`src/rtl/lcd_text_buffer.sv`:
```
// Character store for a ROWS x COLS text LCD. Writers issue PUTC/SETCUR/CLEAR/NEWLINE
// commands; the LCD controller reads back one character per cycle by index.
module lcd_text_buffer #(
  parameter int          COLS  = 16,
  parameter int          ROWS  = 2,
  parameter int          IDX_W = 5,
  parameter logic [7:0]  FILL  = 8'h20
) (
  input  logic             CLOCK_50,
  input  logic             reset_n,
  input  logic             wr_valid,
  output logic             wr_ready,
  input  logic [1:0]       cmd,
  input  logic [7:0]       wr_char,
  input  logic [IDX_W-1:0] cmd_loc,
  input  logic [IDX_W-1:0] lcd_index,
  output logic [7:0]       dout,
  output logic [IDX_W-1:0] cursor,
  output logic             busy,
  output logic             err,
  output logic             state_dbg
);

  localparam int                DEPTH   = ROWS * COLS;
  localparam int                AW      = (DEPTH > 1) ? $clog2(DEPTH) : 1;
  localparam logic [IDX_W:0]    DEPTH_W = (IDX_W+1)'(DEPTH);
  localparam logic [IDX_W-1:0]  LAST    = IDX_W'(DEPTH - 1);

  localparam logic [1:0] CMD_PUTC    = 2'b00;
  localparam logic [1:0] CMD_SETCUR  = 2'b01;
  localparam logic [1:0] CMD_CLEAR   = 2'b10;
  localparam logic [1:0] CMD_NEWLINE = 2'b11;

  typedef enum logic {
    ST_CLEAR = 1'b0,
    ST_IDLE  = 1'b1
  } state_t;

  // Handshake: a command transfers on a rising edge where wr_valid && wr_ready;
  // wr_ready is high only in ST_IDLE, and the requester keeps wr_valid and its
  // payload stable until that edge.

  state_t           state_q, state_d;
  logic [IDX_W-1:0] clr_q, clr_d;
  logic [IDX_W-1:0] cursor_q, cursor_d;
  logic             err_d;
  logic [IDX_W-1:0] row_base;
  logic [IDX_W:0]   next_base;
  logic [IDX_W-1:0] nl_target;
  logic             mem_we;
  logic [AW-1:0]    mem_waddr;
  logic [7:0]       mem_wdata;
  logic             rd_ok;

  logic [7:0] mem [0:DEPTH-1];

  // Start of the row holding the cursor, and where NEWLINE sends it.
  always_comb begin
    row_base = '0;
    for (int r = 1; r < ROWS; r++) begin
      if ({1'b0, cursor_q} >= (IDX_W+1)'(r * COLS)) row_base = IDX_W'(r * COLS);
    end
    next_base = {1'b0, row_base} + (IDX_W+1)'(COLS);
    nl_target = (next_base >= DEPTH_W) ? '0 : next_base[IDX_W-1:0];
  end

  always_comb begin
    state_d   = state_q;
    clr_d     = clr_q;
    cursor_d  = cursor_q;
    err_d     = 1'b0;
    mem_we    = 1'b0;
    mem_waddr = cursor_q[AW-1:0];
    mem_wdata = wr_char;
    case (state_q)
      ST_CLEAR: begin
        mem_we    = 1'b1;
        mem_waddr = clr_q[AW-1:0];
        mem_wdata = FILL;
        if (clr_q == LAST) state_d = ST_IDLE;
        else               clr_d   = clr_q + IDX_W'(1);
      end
      ST_IDLE: begin
        if (wr_valid) begin
          case (cmd)
            CMD_PUTC: begin
              mem_we   = 1'b1;
              cursor_d = (cursor_q == LAST) ? '0 : cursor_q + IDX_W'(1);
            end
            CMD_SETCUR: begin
              if ({1'b0, cmd_loc} < DEPTH_W) cursor_d = cmd_loc;
              else                           err_d    = 1'b1;
            end
            CMD_CLEAR: begin
              cursor_d = '0;
              clr_d    = '0;
              state_d  = ST_CLEAR;
            end
            CMD_NEWLINE: cursor_d = nl_target;
            default: ;
          endcase
        end
      end
      default: state_d = ST_CLEAR;
    endcase
  end

  always_ff @(posedge CLOCK_50 or negedge reset_n) begin
    if (!reset_n) begin
      state_q  <= ST_CLEAR;
      clr_q    <= '0;
      cursor_q <= '0;
      err      <= 1'b0;
    end else begin
      state_q  <= state_d;
      clr_q    <= clr_d;
      cursor_q <= cursor_d;
      err      <= err_d;
    end
  end

  // Store has no reset; the post-reset sweep initialises it.
  always_ff @(posedge CLOCK_50) begin
    if (mem_we) mem[mem_waddr] <= mem_wdata;
  end

  // Read samples the array before this edge's write lands (read-old-data).
  assign rd_ok = ({1'b0, lcd_index} < DEPTH_W);

  always_ff @(posedge CLOCK_50 or negedge reset_n) begin
    if (!reset_n) dout <= FILL;
    else          dout <= rd_ok ? mem[lcd_index[AW-1:0]] : FILL;
  end

  assign wr_ready  = (state_q == ST_IDLE);
  assign busy      = (state_q == ST_CLEAR);
  assign cursor    = cursor_q;
  assign state_dbg = state_q;

endmodule

```
`config.mk`:
```
export PLATFORM = sky130hd
export DESIGN_NAME = lcd_text_buffer
export DESIGN_NICKNAME = d
export VERILOG_FILES = /design/src/rtl/lcd_text_buffer.sv
export SDC_FILE = /design/constraint.sdc
export NUM_CORES = 1
export LEC_CHECK = 0
export CAP_MARGIN = 20
export CORE_ASPECT_RATIO = 1.5
export CORE_MARGIN = 2
export CORE_UTILIZATION = 45
export DETAILED_ROUTE_END_ITERATION = 10
export SKIP_CTS_REPAIR_TIMING = 1
export SYNTH_ARGS = -nofsm -noshare
export SYNTH_HDL_FRONTEND = slang
export SYNTH_SLANG_ARGS = --single-unit
```
`constraint.sdc`:
```
create_clock -name CLOCK_50 -period 2.1 [get_ports CLOCK_50]
set_clock_uncertainty 0.15 [all_clocks]
set_input_delay 0.63 -clock CLOCK_50 [delete_from_list [all_inputs] [get_ports CLOCK_50]]
set_output_delay 0.63 -clock CLOCK_50 [all_outputs]
set_load 0.02 [all_outputs]
```
==> results.md, run 1 <==
Outcome:
- The flow ran to the end, but the final reports show violations.
- The checks that failed: setup timing.

Yosys:
- Summed over all instances, the cell type with the most area after synthesis is sky130_fd_sc_hd__edfxtp_1.
- The total of warnings raised by yosys is 0.
- The number of flops mapped to enable cells by yosys is roughly 260.
- By count the netlist is led by sky130_fd_sc_hd__edfxtp_1 (256), sky130_fd_sc_hd__mux4_2 (80), sky130_fd_sc_hd__nor2_1 (43).
- In the post-synthesis netlist, the cell with the most instances is sky130_fd_sc_hd__edfxtp_1.
- The share of synthesized area occupied by flip-flops and latches is 75.4%.
- The async set-or-reset flop fraction in the synthesized netlist is 6.91%.
- The synthesized netlist contains 37 unique library cells.
- The number of flip-flops and latches in the synthesized netlist is between 200 and 300.
- The synthesized area per cell is roughly 21 um^2.
- The portion of synthesized cell area occupied by the leading cell type is a little under three quarters.
- The synthesized netlist occupies a cell area of around 11000 um^2.
- In the synthesized netlist the dominant register cell turns out to be sky130_fd_sc_hd__edfxtp_1.
- By area the synthesized netlist is led by sky130_fd_sc_hd__edfxtp_1 (71%), sky130_fd_sc_hd__mux4_2 (17%), sky130_fd_sc_hd__dfrtp_1 (4.2%), sky130_fd_sc_hd__nor2_1 (1.5%), sky130_fd_sc_hd__mux2_2 (1.0%).
- Synthesis produced a netlist whose cell count is between 500 and 600.
- When the netlist entered floorplanning its net count stood at roughly 530.

Drt:
- Before antenna repair, the detailed router went through 4 iterations.
- The count of nets left with antenna violations after detail routing is 0.
- In the final routed layout, each cell accounts on average for between 20 and 30 um.
- The detail-routed via count per cell is 5.52.
- Summed over all layers, the routed wires come to approximately 24000 um.
- The total DRC errors in the routed layout is 0.
- The vias after detailed routing is 5187.
- The iteration-0 DRC count of the detailed router is around 430.

Timing:
- The headroom to the max-slew limit is ~61%.
- The transition at the pin with the smallest max-transition slack is between 0.5 and 0.6 ns.
- The smallest setup slack after layout is -0.0977 ns.
- The final hold slack is roughly 0.31 ns.
- The hold violation count in the final report came to 0.
- The final period utilization is 105%.
- Setup violations remaining at the end of the flow were counted as 119.
- Based on the critical path, the design can be clocked at up to roughly 460 MHz.
- Setup repair after global routing could not meet its margin everywhere.
- The time the final worst path needs with I/O delays and setup is 2.20 ns.
- The max-slew violation count came to 0.

Critical path:
- The capturing element type of the critical path is a flip-flop.
- For the worst setup path, the data required time is between 2 and 2.5 ns.
- Setup slack on the worst reg-to-reg path comes out at -0.1 ns.
- The worst setup path is launched from a flip-flop.
- Of all nets on the critical path, the largest fanout is 8.
- STA puts the critical path data arrival time at 2.25 ns.
- The setup path with the least slack is of type reg -> reg.

Power and ir drop:
- In this run switching power makes up 28.7% of total power.
- Per report_power, the combinational group accounts for 24.2% of the total.
- The maximum vdd ir drop is 903 uV.
- The analysis attributes to net switching a power of between 0.004 and 0.005 W.
- The total internal power is roughly 0.011 W.
- The share of total power in sequential cells is 46.7%.
- Power spread over the standard cell area amounts to ~1200 nW/um^2.
- The fraction of power consumed by the clock network is roughly 29%.
- In this run the static leakage power is ~4.5 nW.

Final layout:
- The count of nets after finishing is ~630.
- The final cell count without fillers is 940.
- The share of layout cells above drive strength 1 is about two fifths.
- Compared with the post-synthesis result, the final layout area differs by 25.0%.
- The antenna diode instance count is 0.
- The fill cell instance count of the final layout is approximately 1800.

Placement:
- Port buffering added 38 buffers.
- Routability-driven placement finished with a final weighted congestion of slightly below 0.8.
- The placed instance count is around 900.
- Summed over all nets, the half-perimeter wirelength after detailed placement is about 16000 um.
- At the placement stage, the worst setup path has a slack of -0.751 ns.

Clock network:
- The total clock buffers created by CTS is 25.
- CTS saw ~280 sinks.
- The cell sitting at the root of the clock tree is a sky130_fd_sc_hd__clkbuf_16.
- The deepest clock path buffer count is 3.
- The latest clock arrival within the worst-skew pair is 0.53 ns.
- The clock transition at the registers of the reported paths is 0.07 ns.
- In this run the number of H-tree levels came out at 1.
- The CTS tree is yes.

Global routing:
- The via count of the first global-routing pass is 5507.
- The first global-routing pass estimated 35000 um of wire.
- The sum of overflow across all layers after global routing is 0.
- The all-layer global routing usage is between 10% and 20%.
- The number of antenna violations at the first check in global routing is 0.
- The maximum number of pins on one net before global-route repair is 33.

Die:
- The die outline area is about 25000 um^2.
- The die span in y is 194 um.
- The initial utilization of the core area, before any placement, comes to 45.8%.
- The area of the core region is approximately 24000 um^2.
- The count of boundary I/O pins is 40.
- The floorplan has 69 rows.
- The floorplan step set the die width to 131 um.

Run:
- The number of maximum-capacitance violations is 0.

Worst hold path:
- In this run the worst hold path is classified as in -> async.
[cell families (layout without fill, tap and decap cells)]
logic type	after synthesis	in the layout	share of synthesized area (%)
mux	95	95	18.1
buf+inv	28	145	1.33
xor+xnor	3	3	0.243
fa+ha+maj	4	4	0.462
compound gates	14	14	0.775
flops	275	275	75.4
simple gates	84	84	3.58
other cells	1	1	0.0346
[placed cells by master, fill, tap and decap left out, types with 4 or more instances in the layout]
master	synthesis	layout
sky130_fd_sc_hd__edfxtp_1	256	256
sky130_fd_sc_hd__mux4_2	80	80
sky130_fd_sc_hd__nor2_4	0	32
sky130_fd_sc_hd__clkbuf_16	0	27
sky130_fd_sc_hd__buf_12	0	24
sky130_fd_sc_hd__buf_4	8	23
sky130_fd_sc_hd__clkdlybuf4s50_1	0	17
sky130_fd_sc_hd__dlymetal6s2s_1	0	15
sky130_fd_sc_hd__dfrtp_1	18	14
sky130_fd_sc_hd__nand2_1	14	12
sky130_fd_sc_hd__buf_6	1	10
sky130_fd_sc_hd__nor2_1	43	9
sky130_fd_sc_hd__mux2_2	10	8
sky130_fd_sc_hd__and2_1	7	7
sky130_fd_sc_hd__clkinv_2	0	5
sky130_fd_sc_hd__nand3_1	5	4
sky130_fd_sc_hd__clkinv_1	0	4
sky130_fd_sc_hd__dfrtp_2	0	4
[path summary, 6_finish.rpt]
path / startpoint / endpoint / cells past startpoint
worst max-delay path: cursor[0] / mem[14][7] / 5
worst min-delay path: reset_n / clr_q[1] / 2
worst max register to register: cursor[0] / mem[14][7] / 5
worst min register to register: clr_q[1] / clr_q[1] / 2
max in group asynchronous: reset_n / dout[5] / 2
min in group CLOCK_50: cmd[1] / cursor[1] / 3
[state kept, by name (all words and copies together), names as in the netlist]
signal / count
mem: 256
dout: 8
state_dbg: 1
cursor: 5
clr_q: 5
[metrics by stage]
| stage | setup TNS (ns) | utilization, % | total power (W) | instance area (um^2) |
|---|---|---|---|---|
| floorplan | -32.05 | - | 0.00943 | 11300 |
| global placement | -169.41 | 52.5 | 0.0109 | 12400 |
| detailed placement | -178.58 | 52.5 | 0.0110 | 12400 |
| CTS | -36.89 | 56.0 | 0.0156 | 13300 |
| global route | -15.27 | 57.2 | 0.0163 | 13500 |
| finish | -4.79 | 57.2 | 0.0157 | 13500 |
[critical path, stage by stage (launching register included)]
cell and delay, ns:
sky130_fd_sc_hd__dfrtp_2 0.44, sky130_fd_sc_hd__or4b_4 0.51, sky130_fd_sc_hd__a21oi_4 0.27, sky130_fd_sc_hd__nand2b_4 0.09, sky130_fd_sc_hd__buf_6 0.16, sky130_fd_sc_hd__nor2_4 0.24
[final cells by class]
cell class | instances | area [um^2] | area share, %
flip-flops and latches | 275 | 8170 | 60.4
multi-input cells | 201 | 2910 | 21.5
repair buffers | 97 | 1220 | 9.04
clock buffers | 26 | 629 | 4.65
well taps | 319 | 399 | 2.95
clock inverters | 20 | 196 | 1.45
inverters | 2 | 7.51 | 0.0555
[metal layers]
metal | GRT usage [%] | part of all wire, % | wire, um
met2 | 34.3 | 55 | 13200
met1 | 24.4 | 38 | 8940
met3 | 2.68 | 4.7 | 1120
met4 | 5.12 | 2.1 | 507
met5 | 0 | 0 | 0
[power by group through the flow]
stage | logic (W) | registers, W | clock network, W
detailed placement | 0.00358 | 0.00744 | 0
global route | 0.00404 | 0.00738 | 0.00486
global placement | 0.00351 | 0.00739 | 0
finish | 0.00379 | 0.00733 | 0.00458
CTS | 0.00358 | 0.00733 | 0.00464
floorplan | 0.00203 | 0.00740 | 0
(Power assumes the default switching activity.)
==> run 2, diff against run 1 <==
--- a/config.mk
+++ b/config.mk
@@ -11,6 +11,7 @@
 export CORE_UTILIZATION = 45
 export DETAILED_ROUTE_END_ITERATION = 10
 export SKIP_CTS_REPAIR_TIMING = 1
+export SKIP_LAST_GASP = 1
 export SYNTH_ARGS = -nofsm -noshare
 export SYNTH_HDL_FRONTEND = slang
 export SYNTH_SLANG_ARGS = --single-unit
==> run 2 against run 1 <==
  * Via count about the same
  * Global-route usage unchanged
  * The flow still finishes with violations (setup timing)
  * Highest routed layer unchanged
  * Combinational power about the same
  * Count of clock-buffer cells in the layout unchanged
  * Critical path type unchanged
  * Sequential cell count unchanged
==> results.md, run 2 (synthesis gave the netlist of run 1 again) <==
Outcome:
- The run finished, with violations left.
- The final reports fail on setup timing.

Drt:
- The vias after detailed routing is around 5200.
- In this run, the number of DRC markers left after iteration 0 of detailed routing was between 400 and 500.
- The count of nets left with antenna violations after detail routing is 0.
- After detailed routing, the average wire length per cell comes to 25.3 um.
- The total wire length is 23800 um.
- After detailed routing, the number of remaining DRC violations is 0.
- In the routed layout, each cell is associated on average with a via count of roughly 5.5.
- For this run, the detailed router's first-pass iteration total came to 4.

Clock network:
- The clock transition at the registers of the reported paths is 0.07 ns.
- Counting along the longest clock path gives a buffer depth of 3.
- The CTS tree is yes.
- The number of sinks driven by the clock tree is ~280.
- The cell at the root of the clock tree is sky130_fd_sc_hd__clkbuf_16.
- The total clock buffers created by CTS is 25.
- The latest clock arrival within the worst-skew pair is approximately 0.53 ns.
- In this run the number of H-tree levels came out at 1.

Timing:
- The summed negative setup slack over all endpoints is -5.13 ns.
- The max-slew violation count is 0.
- The final period utilization is 105%.
- The smallest setup slack after layout is -0.0993 ns.
- Setup repair after global routing could not meet its margin everywhere.
- The worst pin sits at a relative slew slack of about three fifths.
- At the pin with the least slew margin, the transition time is approximately 0.58 ns.
- Setup violations remaining at the end of the flow were counted as 121.
- Subtracting the final worst setup slack from the clock period gives 2.20 ns.
- The achievable clock frequency is about 450 MHz.
- The hold violation count in the final report is 0.

Critical path:
- The required time of the critical path is ~2.2 ns.
- Along the worst path, the maximum fanout reaches 8.
- The critical register-to-register path startpoint is cursor[0].
- The capturing element type of the critical path is a flip-flop.
- The reg-to-reg setup timing slack is -0.1 ns.
- The endpoint identified for the worst register-to-register timing path is mem[14][7].
- The worst setup path is of the reg -> reg kind.
- The cell count of the worst reg-to-reg path is 5.
- STA classifies the critical path startpoint as a flip-flop.
- Data arrives at the worst endpoint at roughly 2.3 ns.

Final layout:
- The commonest non-fill, non-tap cell in the layout is sky130_fd_sc_hd__edfxtp_1.
- 0 antenna diodes ended up in the layout.
- The largest registers in the layout are mem x256, dout x8.
- The final layout contains about 630 nets.
- The register with the most flip-flops in the layout has 256 of them.
- Leaving out fill and tap cells, the most frequent cells in the layout are sky130_fd_sc_hd__edfxtp_1 (256), sky130_fd_sc_hd__mux4_2 (80), sky130_fd_sc_hd__nor2_4 (32).
- Relative to the synthesized area, the layout overhead comes to 25.1%.
- Ranked by flip-flop count, first place goes to mem.
- In the final layout, the share of cells above drive strength 1 is between 40 and 50%.

Power and ir drop:
- The power density over the cells is 1160 nW/um^2.
- In this run the static leakage power is 4.56 nW.
- The post-route total power is ~0.016 W.
- The worst-case IR drop observed on VDD is ~910 uV.

Global routing:
- The global-route wire length before repair is 35000 um.
- For met2 alone, demand over resource in global routing was between 30 and 40%.
- The number of antenna violations at the first check in global routing is 0.
- The global routing met3 resource utilization is 2.68%.
- In the global route stage, met1 resource usage came out at 24.4%.
- The maximum number of pins on one net before global-route repair is 33.
- In the global route stage, overall resource usage came out at a little under a fifth.
- The total overflow left after global routing is 0.
- The busiest layer in global routing is met2.
- The via count of the first global-routing pass was between 5000 and 6000.

Die:
- The die outline area is 25300 um^2.
- The floorplan step set the die width to 131 um.
- The die span in y is around 190 um.
- After floorplanning, the core was divided into between 60 and 70 placement rows.
- The core region is 23700 um^2.
- The starting density of the core is between 40 and 50%.
- The count of boundary I/O pins is 40.

Placement:
- After legalization and detailed placement, the total HPWL measured between 15000 and 20000 um.
- The count of port buffers added during placement is 38.
- The global placer's final weighted congestion is ~0.77.

Run:
- The number of maximum-capacitance violations is 0.

Worst hold path:
- In this run the worst hold path is classified as in -> async.
-- run 2: cell count changes in the layout (fill, tap and decap cells not counted), sizes merged --
cell / before / now
buf: 61 / 60
clkbuf: 30 / 29
dlymetal6s2s: 15 / 17
-- run 2: final cells by class --
class | count | area (um^2)
Tap cell | 319 | 399
Fill cell | 1752 | 10100
Clock inverter | 20 | 196
Clock buffer | 26 | 629
Inverter | 2 | 7.51
Timing Repair Buffer | 97 | 1230
Sequential cell | 275 | 8170
Multi-Input combinational cell | 201 | 2910
-- run 2: stage by stage --
stage | setup slack (ns) | hold slack (ns) | instances | cell area (um^2) | util [%]
after floorplan | -0.283 | 0.184 | 504 | 11300 | -
after global placement | -0.705 | 0.387 | 888 | 12400 | 52.5
after detailed placement | -0.751 | 0.415 | 888 | 12400 | 52.5
after CTS | -0.566 | 0.300 | 934 | 13300 | 56.0
after global routing | -0.194 | 0.341 | 940 | 13500 | 57.3
final | -0.0993 | 0.305 | 940 | 13500 | 57.3
-- run 2: worst max-delay path: stages, from the launching register on --
cell and delay [ns]:
sky130_fd_sc_hd__dfrtp_2 0.44, sky130_fd_sc_hd__or4b_4 0.51, sky130_fd_sc_hd__a21oi_4 0.27, sky130_fd_sc_hd__nand2b_4 0.09, sky130_fd_sc_hd__buf_6 0.16, sky130_fd_sc_hd__nor2_4 0.24
-- run 2: layer usage --
metal  up-vias  wire (um)
met4         0        506
met5         -          0
li1       2277          -
met3        35       1110
met1      2723       8980
met2       147      13200
-- run 2: worst max-delay path by stage --
stage                       startpoint    endpoint  depth (start not counted)
after detailed placement        cmd[1]  mem[10][3]                          6
after CTS                    state_dbg        busy                          3
after floorplan           lcd_index[1]     dout[0]                          5
final                        cursor[0]  mem[14][7]                          5
after global placement          cmd[1]   mem[6][2]                          6
after global routing         cursor[0]  mem[22][5]                          5
-- run 2: power breakdown --
group / total, W / internal (W) / switching (W)
combinational: 0.00380 / 0.00159 / 0.00221
sequential: 0.00733 / 0.00702 / 0.000307
clock: 0.00458 / 0.00258 / 0.00200
